[src/rtl/exe_stage.sv]
// Execute stage of the five-stage MIPS pipeline: ALU, iterative shift-add
// multiplier, branch resolution and the EXE/MEM pipeline register.
module exe_stage (
    input  logic        clk,
    input  logic        rst,
    input  logic [4:0]  Dest_in,
    input  logic [31:0] Reg2_in,
    input  logic [31:0] Val1_in,
    input  logic [31:0] Val2_in,
    input  logic [31:0] PC_in,
    input  logic [1:0]  br_type_in,
    input  logic [3:0]  EXE_CMD_in,
    input  logic        MEM_R_EN_in,
    input  logic        MEM_W_EN_in,
    input  logic        WB_EN_in,
    output logic [31:0] ALU_result,
    output logic [31:0] ST_val,
    output logic [4:0]  Dest,
    output logic        MEM_R_EN,
    output logic        MEM_W_EN,
    output logic        WB_EN,
    output logic        Br_taken,
    output logic [31:0] Br_Addr,
    output logic        Freeze
);

    localparam logic [3:0] CMD_ADD = 4'b0000;
    localparam logic [3:0] CMD_SUB = 4'b0010;
    localparam logic [3:0] CMD_AND = 4'b0100;
    localparam logic [3:0] CMD_OR  = 4'b0101;
    localparam logic [3:0] CMD_NOR = 4'b0110;
    localparam logic [3:0] CMD_XOR = 4'b0111;
    localparam logic [3:0] CMD_SLA = 4'b1000;
    localparam logic [3:0] CMD_SLL = 4'b1001;
    localparam logic [3:0] CMD_SRA = 4'b1010;
    localparam logic [3:0] CMD_SRL = 4'b1011;
    localparam logic [3:0] CMD_MUL = 4'b1100;

    localparam logic [1:0] BR_BEZ = 2'b01;
    localparam logic [1:0] BR_BNE = 2'b10;
    localparam logic [1:0] BR_JMP = 2'b11;

    typedef enum logic [1:0] {IDLE, BUSY, DONE} state_t;

    state_t             state;
    logic [31:0]        acc;
    logic [31:0]        mcand;
    logic [31:0]        mplier;
    logic [4:0]         count;
    logic [31:0]        alu_out;
    logic [31:0]        result;
    logic               br_cond;
    logic               is_mul;
    logic signed [31:0] val1_s;

    assign val1_s = $signed(Val1_in);
    assign is_mul = (EXE_CMD_in == CMD_MUL);

    // Single-cycle ALU; MUL is handled by the iterative unit, so it yields 0 here
    always_comb begin
        alu_out = 32'd0;
        case (EXE_CMD_in)
            CMD_ADD: alu_out = Val1_in + Val2_in;
            CMD_SUB: alu_out = Val1_in - Val2_in;
            CMD_AND: alu_out = Val1_in & Val2_in;
            CMD_OR:  alu_out = Val1_in | Val2_in;
            CMD_NOR: alu_out = ~(Val1_in | Val2_in);
            CMD_XOR: alu_out = Val1_in ^ Val2_in;
            CMD_SLA,
            CMD_SLL: alu_out = Val1_in << Val2_in[4:0];
            CMD_SRA: alu_out = val1_s >>> Val2_in[4:0];
            CMD_SRL: alu_out = Val1_in >> Val2_in[4:0];
            default: alu_out = 32'd0;
        endcase
    end

    // Stall upstream from the detect cycle through the last multiply iteration
    assign Freeze = ((state == IDLE) && is_mul) || (state == BUSY);

    // In DONE the accumulator carries the product; otherwise the ALU result
    assign result = (state == DONE) ? acc : alu_out;

    // Branch condition and target; resolved only in IDLE when not stalling
    always_comb begin
        br_cond = 1'b0;
        case (br_type_in)
            BR_BEZ:  br_cond = (Val1_in == 32'd0);
            BR_BNE:  br_cond = (Val1_in != Reg2_in);
            BR_JMP:  br_cond = 1'b1;
            default: br_cond = 1'b0;
        endcase
    end

    assign Br_taken = br_cond && (state == IDLE) && !Freeze;
    assign Br_Addr  = PC_in + (Val2_in << 2);

    // Shift-add multiplier FSM: one detect cycle, 32 iterations, one DONE cycle
    always_ff @(posedge clk or negedge rst) begin
        if (!rst) begin
            state  <= IDLE;
            acc    <= 32'd0;
            mcand  <= 32'd0;
            mplier <= 32'd0;
            count  <= 5'd0;
        end else begin
            case (state)
                IDLE: begin
                    if (is_mul) begin
                        mcand  <= Val1_in;
                        mplier <= Val2_in;
                        acc    <= 32'd0;
                        count  <= 5'd0;
                        state  <= BUSY;
                    end
                end
                BUSY: begin
                    if (mplier[0]) begin
                        acc <= acc + mcand;
                    end
                    mcand  <= mcand << 1;
                    mplier <= mplier >> 1;
                    count  <= count + 5'd1;
                    if (count == 5'd31) begin
                        state <= DONE;
                    end
                end
                DONE:    state <= IDLE;
                default: state <= IDLE;
            endcase
        end
    end

    // EXE/MEM register: bubble while stalled, data registers hold their value
    always_ff @(posedge clk or negedge rst) begin
        if (!rst) begin
            ALU_result <= 32'd0;
            ST_val     <= 32'd0;
            Dest       <= 5'd0;
            MEM_R_EN   <= 1'b0;
            MEM_W_EN   <= 1'b0;
            WB_EN      <= 1'b0;
        end else if (Freeze) begin
            Dest       <= 5'd0;
            MEM_R_EN   <= 1'b0;
            MEM_W_EN   <= 1'b0;
            WB_EN      <= 1'b0;
        end else begin
            ALU_result <= result;
            ST_val     <= Reg2_in;
            Dest       <= Dest_in;
            MEM_R_EN   <= MEM_R_EN_in;
            MEM_W_EN   <= MEM_W_EN_in;
            WB_EN      <= WB_EN_in;
        end
    end

endmodule

[config.mk]
export PLATFORM = sky130hd
export DESIGN_NAME = exe_stage
export DESIGN_NICKNAME = d
export VERILOG_FILES = /design/src/rtl/exe_stage.sv
export SDC_FILE = /design/constraint.sdc
export NUM_CORES = 1
export LEC_CHECK = 0
export BUFFER_PORTS_ARGS = -buffer_cell sky130_fd_sc_hd__buf_2
export CORE_MARGIN = 2
export CORE_UTILIZATION = 50
export DETAILED_ROUTE_END_ITERATION = 12
export GPL_TIMING_DRIVEN = 1
export MAX_ROUTING_LAYER = met4
export PLACE_DENSITY = 0.74
export SLEW_MARGIN = 0
export SYNTH_ARGS = -nofsm -noshare
export SYNTH_HDL_FRONTEND = slang
export SYNTH_SLANG_ARGS = --single-unit
export TNS_END_PERCENT = 100
[constraint.sdc]
create_clock -name clk -period 7.4 [get_ports clk]
set_clock_uncertainty 0.05 [all_clocks]
set_input_delay 2.22 -clock clk [delete_from_list [all_inputs] [get_ports clk]]
set_output_delay 2.22 -clock clk [all_outputs]
set_load 0.05 [all_outputs]
==> Word-level counts from Yosys, hierarchy flattened <==
Cells that the tools add are included.
{ "totals": {"mem_count": 0, "word_cells": 75, "latchBits": 0, "inputBits": 144, "ram_bits": 0, "mem_bits_ro": 0, "out_inout_bits": 106, "ff_bits": 175} }
{ "op_classes": {"n_reduce_logical": 13, "magnitude_cmp": 0, "n_eq_ne": 20, "mux": 19, "div_mod_pow": 0, "mul": 0, "shifts": 3, "bitwise_logic": 4, "add_sub_neg": 5} }
{ "ops": {"columns": ["operator", "count"], "rows": [
  ["32-bit case mux with 9 select lines", 1],
  ["32-bit case mux with 2 select lines", 3],
  ["32-bit two-way mux", 5],
  ["32-bit adder", 3],
  ["32-bit bitwise AND", 1],
  ["32-bit zero test", 1],
  ["32-bit inequality test", 1],
  ["32-bit NOT", 1],
  ["32-bit OR", 1],
  ["32-bit by 5-bit << shifter with 32-bit output", 1],
  ["32-bit by 5-bit >> shifter with 32-bit output", 1],
  ["32-bit by 5-bit >>> shifter with 32-bit output", 1],
  ["32-bit subtractor", 1],
  ["32-bit XOR", 1],
  ["4-bit == test, second input constant", 5],
  ["4-bit by 3-bit == test with 1-bit output, second input constant", 4],
  ["5-bit two-way mux", 2],
  ["5-bit case mux with 2 select lines", 1],
  ["2-bit == test, second input constant", 3],
  ["5-bit by 1-bit adder with 5-bit output, second input constant", 1],
  ["5-bit == test, second input constant", 1],
  ["2-bit by 1-bit == test with 1-bit output, second input constant", 2],
  ["4-bit by 2-bit == test with 1-bit output, second input constant", 1],
  ["4-bit zero test", 1],
  ["other kinds (14)", 21]
]} }

==> Logic depth before layout (Yosys ltp) <==
{ "depth": {"depth_word": 5, "depth_mapped": 23} }

==> Worst setup path before layout <==
OpenSTA, ideal clock, no wires.
{ "synth_timing": {"path_kind": "input to output", "startpoint": "input Val2_in[1]", "endpoint": "output Br_Addr[30]", "setup_slack_ps": -174, "path_stages": 13, "required_ps": 5130, "arrival_time_ps": 5304, "path_cell_list": "buf_2 buf_2 inv_1 fa_1 nor2b_1 o31a_1 o31a_1 a31o_2 o311a_1 o211ai_1 a211oi_1 nor2_1 xnor2_1"} }
{ "synth_via": {"elab_chain_len": 1} }
{ "synth_rtl": {"columns": ["item", "line_no", "source"], "rows": [
  ["start: declaration", "9", "input logic [31:0] Val2_in,"],
  ["32-bit adder", "95", "assign Br_Addr = PC_in + (Val2_in << 2);"],
  ["end: declaration", "23", "output logic [31:0] Br_Addr,"]
]} }
Every way passes these cells.

==> Final worst setup path <==
{ "layout_timing": {"startpoint": "input Val2_in[0]", "endpoint": "output Br_Addr[30]"} }
The elaborated chain is that of the path after synthesis.

==> flow_summary.json <==
{
  "ys.flop_type": "dfrtp_1",
  "num-fill-cells": 3498,
  "drive_gt1_share_pct": 18.0,
  "die_h_um": 198,
  "fin_nets": 2872,
  "multi_input_area_mm2": 0.0135,
  "switching_share_pct": 52.6,
  "drv_cap": 0,
  "min_path_cells": 2,
  "period_needed_ns": 7.29,
  "status": "completed",
  "finalWirelength_um": 78800,
  "cts_hold_buf": 0,
  "r2r-end": "acc[18]",
  "syn_nets": 2708,
  "netlist_area_mm2": 0.0188,
  "dieArea_mm2": 0.0392,
  "internal_power_w": 0.00334,
  "drc": 0,
  "worstReg2RegStart": "acc[0]",
  "r2r_cells": 11,
  "synth-seq-area-share_pct": 23.3,
  "synthArstFlopShare_pct": 100,
  "synth_largest_area_cell": "dfrtp_1",
  "comb_power_share_pct": 61.5,
  "clock_latency_ns": 0.49,
  "cts_buffers": 17,
  "synth_top_area_share_pct": 23.3,
  "maxSlewViolCount": 0,
  "rows": 71,
  "clk_path_buf_depth": 2,
  "syn_inst": 2402,
  "crit_type": "input pin to output pin",
  "powerDensity_mw_per_mm2": 333,
  "final_common_cell": "nand2_1",
  "p_leak_nw": 9.66,
  "cp-end-kind": "output pin",
  "vias_per_cell": 6.54,
  "finalCritPeriodShare_pct": 98.5,
  "crit_path_start_kind": "input pin",
  "hp-start": "ST_val[23]",
  "max-slew-margin-rel_pct": 32.4,
  "crit_fanout": 4,
  "grt_pass1_wl_um": 117000,
  "drt_pass1_iterations": 6,
  "synthTopCellsByArea": "dfrtp_1, ha_1, nand2_1",
  "antenna_found_initial": 3,
  "num_vias": 19987,
  "place_congestion": 1.09,
  "root_buffer": "clkbuf_16",
  "power.share.clock_pct": 13.8,
  "dieWidth_um": 198,
  "wire_per_inst_um": 25.8,
  "tightestPinTransition_ns": 1.01,
  "grt_pass1_vias": 18852,
  "sequentialPowerShare_pct": 24.7,
  "clock_sinks": 175,
  "finalSetupViolCount": 0,
  "path_clk_slew_ns": 0.07,
  "fmax_ghz": 0.137,
  "ys_seq_elements": 175,
  "grt_usage_pct": 41.6,
  "grt_start_max_net_pins": 149,
  "worst_ep_required_time_ns": 5.13,
  "syn-mean-instance-area_um2": 7.83,
  "post_cts_buffers": 0,
  "pin_count": 250,
  "cp.arrival_ns": 5.02,
  "drt_iter0_markers": 2344,
  "cts.htree.levels": 4,
  "synth_edf_count": 0,
  "seq_area_mm2": 0.00438,
  "area_growth_pct": 12.7,
  "worstHoldEndpoint": "ST_val[23]",
  "hold_viol_final": 0,
  "tritoncts": "built",
  "dp_hpwl_um": 57600,
  "yosysWarningCount": 0,
  "ir_drop_mv": 0.198,
  "core-area_mm2": 0.0373,
  "ant_nets": 0,
  "power_w": 0.00705,
  "io_buffer_count": 245,
  "grt.overflow.total": 0,
  "min_path_type": "register to register",
  "reg2reg_slack_ns": 3.68,
  "initial_core_util_pct": 50.4,
  "p_sw_w": 0.00371,
  "layout_common_cells": "nand2_1, nor2_1, buf_2",
  "synth_cell_type_count": 86,
  "fin_util_pct": 56.8
}
-- synthesized netlist by cell type (16+ instances only) --
| cell | instances |
|---|---|
| nand2_1 | 400 |
| nor2_1 | 248 |
| dfrtp_1 | 175 |
| a21oi_1 | 162 |
| o21ai_0 | 162 |
| ha_1 | 159 |
| clkbuf_1 | 128 |
| inv_1 | 88 |
| a31oi_1 | 86 |
| xnor2_1 | 84 |
| mux4_2 | 63 |
| mux2i_1 | 55 |
| nand3_1 | 48 |
| xor2_1 | 41 |
| a211oi_1 | 40 |
| nor3_1 | 35 |
| a21o_1 | 26 |
| nand4_1 | 22 |
| o211ai_1 | 22 |
| nand2b_1 | 20 |
| o21a_1 | 20 |
| buf_1 | 19 |
| a221oi_1 | 18 |
| nor4_1 | 17 |
| o21bai_1 | 17 |
| or3_1 | 16 |
-- timing repair --
action,CTS,global route
setup endpoints to repair,2,9
hold endpoints to repair,0,0
gates resized for setup,2,20
pin swaps,0,7
-- power by group through the flow --
| stage | Combinational (W) | Clock, W | Sequential, W |
|---|---|---|---|
| CTS | 0.00428 | 0.000978 | 0.00174 |
| finish | 0.00434 | 0.000971 | 0.00174 |
| global placement | 0.00418 | 0 | 0.00173 |
| global route | 0.00474 | 0.00101 | 0.00179 |
| floorplan | 0.00263 | 0 | 0.00227 |
| detailed placement | 0.00426 | 0 | 0.00175 |
-- flip-flops by register name, summed over array words and instances (netlist names) --
name and count:
Dest 5, ST_val 32, WB_EN 1, state 2, mcand 32, count 5, ALU_result 32, mplier 32
MEM_W_EN 1, MEM_R_EN 1, acc 32
-- cells by family (layout without fill, tap and decap cells) --
family	count (synthesis)	count (layout)	share of synthesized area, %
AO/OA/AOI/OAI	668	668	22.2
XOR/XNOR	125	125	5.82
adder cells (fa/ha/maj)	162	162	10.9
buffers and inverters	264	441	5.74
flip-flops	175	175	23.3
multiplexers	131	131	11.5
other	0	1	0
AND/OR/NAND/NOR	877	877	20.5
-- worst max-delay path: stages --
cell and delay, ns:
buf_4 0.12, ha_1 0.22, inv_2 0.07, fa_2 0.20, nor2b_1 0.06, o31a_1 0.27
o31a_1 0.35, a31o_4 0.26, o311a_4 0.33, o211ai_1 0.32, a211oi_2 0.13, nor2_2 0.17
xnor2_2 0.13, buf_6 0.18
-- layout make-up --
cell class	instances	share of cell area, %
antenna	1	0.0118
clock buffer	17	2.01
clock inverter	15	0.815
inverter	91	1.61
multi-input combinational	1963	63.5
sequential	175	20.7
tap	474	2.80
timing repair buffer	318	8.63
-- stage by stage --
stage | hold slack, ns | setup TNS, ns | cells | setup slack [ns] | instance area [um^2]
2_1_floorplan | 0.420 | -0.0484 | 2402 | -0.0281 | 18800
6_report | 0.423 | 0 | 3054 | 0.108 | 21200
5_1_grt | 0.447 | -0.00420 | 3054 | -0.00420 | 21200
3_5_place_dp | 0.408 | -0.0264 | 3021 | -0.0229 | 20500
4_1_cts | 0.428 | 0 | 3053 | 0.00736 | 21100
3_3_place_gp | 0.403 | 0 | 3021 | 0.0404 | 20500
-- routing by layer --
layer	global-route usage, %	vias to the layer above	part of all wire, %
met1	52.9	9541	39
met5	-	-	0
li1	-	9002	-
met2	60.8	1190	43
met4	21.3	0	5.7
met3	10.9	254	12
-- how the worst max path moves through the flow --
stage / startpoint / endpoint / depth (start not counted)
final: Val2_in[0] / Br_Addr[30] / 14
after global routing: Val2_in[0] / Br_Addr[31] / 13
after CTS: Val2_in[0] / Br_Addr[24] / 15
after detailed placement: Val2_in[0] / Br_Addr[28] / 14
after global placement: Val2_in[0] / Br_Addr[28] / 14
after floorplan: Val2_in[1] / Br_Addr[20] / 12
No activity file was read; power rests on OpenSTA's default activity.
